**src/rtl/step_pulse_timer.sv**
```systemverilog
// step_pulse_timer: per-axis STEP/DIR output stage for one stepper driver.
// Shapes single-cycle step requests into driver-legal waveforms: DIR setup
// before the STEP rising edge, minimum STEP high time and minimum low gap.
// One request can wait in a pending slot; further requests are dropped and
// flagged on the sticky overrun output.
// Optional feature macro: STEP_POSITION_EN adds a signed 32-bit count of the
// steps actually emitted (the `position` port).
module step_pulse_timer #(
    parameter int DIR_SETUP   = 50,
    parameter int PULSE_WIDTH = 100,
    parameter int PULSE_GAP   = 100,
    parameter int CNT_W       = 16
) (
    input  logic        clk,
    input  logic        resetn,
    input  logic        step_in,
    input  logic        dir_in,
    input  logic        enable,
    input  logic        clr_overrun,
    output logic        out_step,
    output logic        out_dir,
    output logic        busy,
    output logic        overrun
`ifdef STEP_POSITION_EN
    ,
    output logic signed [31:0] position
`endif
);

    typedef enum logic [1:0] {IDLE, SETUP, PULSE, GAP} state_t;

    // The counter counts down to zero and the phase ends on the edge that
    // sees zero, so each phase lasts exactly its parameter in cycles.
    localparam logic [CNT_W-1:0] SETUP_LD = CNT_W'(DIR_SETUP - 1);
    localparam logic [CNT_W-1:0] PULSE_LD = CNT_W'(PULSE_WIDTH - 1);
    localparam logic [CNT_W-1:0] GAP_LD   = CNT_W'(PULSE_GAP - 1);

    state_t           state_q, state_d;
    logic [CNT_W-1:0] cnt_q, cnt_d;
    logic             slot_v_q, slot_v_d;
    logic             slot_dir_q, slot_dir_d;
    logic             out_step_q, out_step_d;
    logic             out_dir_q, out_dir_d;
    logic             busy_q, busy_d;
    logic             overrun_q, overrun_d;

    logic             req;
    logic             expire;
    logic             start;
    logic             start_dir;
    logic             drop;

    // Next-state logic: phase sequencing, pending slot and overrun tracking.
    always_comb begin
        state_d    = state_q;
        cnt_d      = cnt_q;
        slot_v_d   = slot_v_q;
        slot_dir_d = slot_dir_q;
        out_step_d = out_step_q;
        out_dir_d  = out_dir_q;
        overrun_d  = overrun_q;
        req        = step_in & enable;
        expire     = (cnt_q == '0);
        start      = 1'b0;
        start_dir  = dir_in;
        drop       = 1'b0;

        if (!enable) begin
            // Abort: pulse may be truncated, DIR pin keeps its level.
            state_d    = IDLE;
            out_step_d = 1'b0;
            slot_v_d   = 1'b0;
            cnt_d      = '0;
        end else begin
            unique case (state_q)
                IDLE: begin
                    if (req) begin
                        start     = 1'b1;
                        start_dir = dir_in;
                    end
                end
                SETUP: begin
                    if (expire) begin
                        out_step_d = 1'b1;
                        cnt_d      = PULSE_LD;
                        state_d    = PULSE;
                    end else begin
                        cnt_d = cnt_q - 1'b1;
                    end
                end
                PULSE: begin
                    if (expire) begin
                        out_step_d = 1'b0;
                        cnt_d      = GAP_LD;
                        state_d    = GAP;
                    end else begin
                        cnt_d = cnt_q - 1'b1;
                    end
                end
                GAP: begin
                    if (expire) begin
                        if (slot_v_q) begin
                            // Older pending request goes first; a new one
                            // arriving now takes its place in the slot.
                            start      = 1'b1;
                            start_dir  = slot_dir_q;
                            slot_v_d   = req;
                            slot_dir_d = dir_in;
                        end else if (req) begin
                            start     = 1'b1;
                            start_dir = dir_in;
                        end else begin
                            state_d = IDLE;
                        end
                    end else begin
                        cnt_d = cnt_q - 1'b1;
                    end
                end
                default: state_d = IDLE;
            endcase

            // Requests arriving while a step is in flight queue or drop.
            if (req && state_q != IDLE && !(state_q == GAP && expire)) begin
                if (!slot_v_q) begin
                    slot_v_d   = 1'b1;
                    slot_dir_d = dir_in;
                end else begin
                    drop = 1'b1;
                end
            end

            // A direction change must settle on the DIR pin before STEP rises.
            if (start) begin
                if (start_dir != out_dir_q) begin
                    out_dir_d = start_dir;
                    cnt_d     = SETUP_LD;
                    state_d   = SETUP;
                end else begin
                    out_step_d = 1'b1;
                    cnt_d      = PULSE_LD;
                    state_d    = PULSE;
                end
            end
        end

        if (drop) begin
            overrun_d = 1'b1;
        end else if (clr_overrun) begin
            overrun_d = 1'b0;
        end

        busy_d = (state_d != IDLE) | slot_v_d;
    end

    // State and registered output flops.
    always_ff @(posedge clk or negedge resetn) begin
        if (!resetn) begin
            state_q    <= IDLE;
            cnt_q      <= '0;
            slot_v_q   <= 1'b0;
            slot_dir_q <= 1'b0;
            out_step_q <= 1'b0;
            out_dir_q  <= 1'b0;
            busy_q     <= 1'b0;
            overrun_q  <= 1'b0;
        end else begin
            state_q    <= state_d;
            cnt_q      <= cnt_d;
            slot_v_q   <= slot_v_d;
            slot_dir_q <= slot_dir_d;
            out_step_q <= out_step_d;
            out_dir_q  <= out_dir_d;
            busy_q     <= busy_d;
            overrun_q  <= overrun_d;
        end
    end

    assign out_step = out_step_q;
    assign out_dir  = out_dir_q;
    assign busy     = busy_q;
    assign overrun  = overrun_q;

`ifdef STEP_POSITION_EN
    logic [31:0] position_q, position_d;

    // Count each STEP rising edge in the direction presented on the DIR pin.
    always_comb begin
        position_d = position_q;
        if (out_step_d && !out_step_q) begin
            position_d = position_q + (out_dir_d ? 32'd1 : 32'hFFFF_FFFF);
        end
    end

    // Position register; wraps naturally at 32 bits.
    always_ff @(posedge clk or negedge resetn) begin
        if (!resetn) begin
            position_q <= '0;
        end else begin
            position_q <= position_d;
        end
    end

    assign position = position_q;
`endif

endmodule

```
**config.mk**
```make
export PLATFORM = sky130hd
export DESIGN_NAME = step_pulse_timer
export DESIGN_NICKNAME = d
export VERILOG_FILES = /design/src/rtl/step_pulse_timer.sv
export SDC_FILE = /design/constraint.sdc
export NUM_CORES = 1
export LEC_CHECK = 0
export CAP_MARGIN = 10
export CELL_PAD_IN_SITES_DETAIL_PLACEMENT = 0
export CELL_PAD_IN_SITES_GLOBAL_PLACEMENT = 2
export CORE_AREA = 2 2 71 73
export DETAILED_ROUTE_END_ITERATION = 8
export DIE_AREA = 0 0 73 75
export PLACE_DENSITY = 0.73
export SYNTH_ARGS = -nofsm -noshare
export SYNTH_HDL_FRONTEND = slang
export SYNTH_SLANG_ARGS = --single-unit
```
**constraint.sdc**
```tcl
create_clock -name clk -period 2.3 [get_ports clk]
set_input_delay 0.46 -clock clk [delete_from_list [all_inputs] [get_ports clk]]
set_output_delay 0.46 -clock clk [all_outputs]
set_load 0.01 [all_outputs]
```
==> reports/metrics.cfg, run 1 <==
[layout]
fillers=455
final_nets=234
final_util_pct=44.3
diodes=0
drive_gt1_share_pct=18.2
syn_to_final_growth_pct=22.6

[worst_setup_path]
crit_start=cnt_q[1]$_DFFE_PN0P_
crit_required_ns=2.45
path_depth=8
crit_buf_inv=2
slowest_delay_ns=0.41
cp_data_arrival_time_ns=2.33
end_kind=flip-flop
r2r_cells=8
crit_family=simple AND/OR/NAND/NOR gates
cp_slowest_cell=dfrtp_1
r2r_start=cnt_q[1]$_DFFE_PN0P_
startpoint_type=flip-flop
worstSetupPathType=reg2reg
crit_chain=inv_1 > ha_1 > nor4bb_2 > nand4_1 > buf_4 > a211oi_1 > or2_1 > o22ai_1
cp_max_fo=4

[yosys]
synth_area_sq_um=1690
synth_cells=190
synth_edf_count=0
synth_most_common_cell=dfrtp_1
synth_area_per_cell_sq_um=8.87
synth_top_area_share_pct=35.6
ys_seq_area_share_pct=35.6
yosysTopAreaCell=dfrtp_1
yosys_register_bits=24
synth_cell_types=55
ys_async_sr_fraction_pct=100
yosysWarnings=0
ys_top_cells_by_count=24 x dfrtp_1, 16 x nor2_1, 15 x o21ai_0
syn_nets=202
ys.flop_type=dfrtp_1
synth_area_leaders=dfrtp_1 36%, ha_1 4.5%, o21ai_0 4.5%

[grt]
track_usage_pct=18.7
grt_pass1_vias=1575
grt-ovfl-total=0
antenna_found_initial=0
grt_pass1_wl_mm=7.85
grt_max_degree=25

[sta]
finalCriticalPeriod_ns=2.19
fin_tns_setup_ns=0
slew-limit-headroom_pct=75.7
clock_skew_ns=0.00439
fin_ws_ns=0.112
rsz0062_at_grt=no
clock.fmax_mhz=457
maxSlewViolCount=0
holdWs_ns=0.490
worst_pin_slew_ns=0.359
period_share_pct=95.1
setup_viol=0
hold_viol=0

[detailed_routing]
via_per_inst=5.79
wl_per_cell_um=17.4
dr.pass1.iters=4
routed-via-count=1587
antenna_left=0
wl_mm=4.76
drc_errors=0
drtIter0Drc=50

[clock_tree]
cts_tree=yes
htree_levels=1
clock-root-buffer=clkbuf_8
cts_made_buffers=3
clk-insertion-delay-late_ns=0.27
cts_sinks=24
postCtsHoldBufs=0
cts_buffer_depth=2
clk_pin_slew_ns=0.09

[place]
numPortBuffers=9
place_congestion=0.814
hpwl_mm=3.54
post-place-ws_ns=-0.0408

[power]
power.total_uw=2330
power_density_nw_per_um2=1130
power.leakage_uw=0.000873
vdd_drop_max_uv=332

[floorplan]
die_height_um=75
dieArea_sq_um=5480
dieWidth_um=73
fp-row-count=25
io_pins=10
core-area_sq_um=4660
start_util_pct=36.2

[worst_hold_path]
min_from=overrun$_DFFE_PN0P_
hold_class=reg2reg
min_path_cells=2

[job]
drv_cap=0

[run_status]
status=complete, no violations

==> worst register-to-register path, cell delays in order, from the launching register on <==
cell      delay, ns
dfrtp_1        0.41
inv_1          0.13
ha_1           0.22
nor4bb_2       0.28
nand4_1        0.23
buf_4          0.21
a211oi_1       0.21
or2_1          0.24
o22ai_1        0.14
==> per-layer routing <==
metal	global-route usage [%]	up-vias	routed length, um
li1	-	783	-
met1	24.6	777	2270
met2	31.8	20	2340
met3	2.41	7	82
met4	5.97	0	63
met5	0	-	0
==> report_power, final <==
part           switching [uW]  internal [uW]
Combinational             729            664
Clock                     145            118
Sequential                145            528
Total                    1020           1310
==> kinds of logic (layout without fill, tap and decap cells) <==
kind of cell	count (synthesis)	count (layout)	share of synthesized area [%]
AND/OR/NAND/NOR	72	72	26.6
AO/OA/AOI/OAI	66	66	25.3
flip-flops	24	24	35.6
buffers and inverters	15	45	4.01
adder cells (fa/ha/maj)	6	6	4.45
XOR/XNOR	4	4	2.08
multiplexers	3	3	1.93
==> per-stage QoR <==
step           std cells  instance area, sq um
2_1_floorplan        190                  1690
3_3_place_gp         270                  1990
3_5_place_dp         270                  1990
4_1_cts              273                  2030
5_1_grt              274                  2070
6_report             274                  2070
==> timing repair <==
action | 4_1_cts | 5_1_grt
hold endpoints to repair | 0 | 0
resized for setup | 0 | 7
endpoints found under the setup margin | 0 | 6
buffers inserted | 0 | 1
==> registers in the layout, summed over array words and instances, names as in the netlist <==
| name | cells |
|---|---|
| out_step | 1 |
| overrun | 1 |
| slot_v_q | 1 |
| slot_dir_q | 1 |
| out_dir | 1 |
| busy | 1 |
| cnt_q | 16 |
| state_q | 2 |
==> final timing paths <==
kind / end / slack, ns
max reg2reg: cnt_q[6]$_DFFE_PN0P_ / 0.11
min: overrun$_DFFE_PN0P_ / 0.49
min in group asynchronous: cnt_q[7]$_DFFE_PN0P_ / 0.55
max in group asynchronous: slot_v_q$_DFF_PN0_ / 1.50
min reg2reg: overrun$_DFFE_PN0P_ / 0.49
max: cnt_q[6]$_DFFE_PN0P_ / 0.11
==> cell type report <==
type | count | area, sq um | area share, %
clock buffer | 3 | 41.3 | 2.00
multi-input combinational | 151 | 1050 | 50.6
timing repair buffer | 34 | 282 | 13.6
tap | 54 | 67.6 | 3.27
inverter | 8 | 30.0 | 1.45
sequential | 24 | 601 | 29.1
==> layout by cell type (no fill, tap or decap), types with 2 or more instances in the layout <==
cell             instances
o21ai_0                 14
nand2b_1                 8
o211ai_1                 4
o2bb2ai_1                2
o41ai_1                  3
buf_4                   24
a21boi_0                 2
a31oi_1                  4
nand3_1                  3
nor2_1                  16
mux2_2                   2
inv_1                    8
nand4_1                  3
nor2b_1                  2
a21oi_1                 12
clkbuf_8                 3
xor2_1                   3
nor3_1                   7
nor4_4                   2
clkdlybuf4s50_1          9
o21ai_1                  2
a211oi_1                 3
or3_1                    3
ha_1                     5
dfrtp_1                 24
a41oi_1                  2
a21o_1                   2
or4b_1                   2
o22ai_1                  6
nand2_1                 10
or2b_1                   2
(Power assumes the default switching activity.)
==> run 2: changes to the inputs <==
Settings changed: CAP_MARGIN 10 to 30, CTS_CLUSTER_SIZE set to 30.
==> results of run 2 <==
The final DEF is identical to that of run 1; final timing and power are the same.
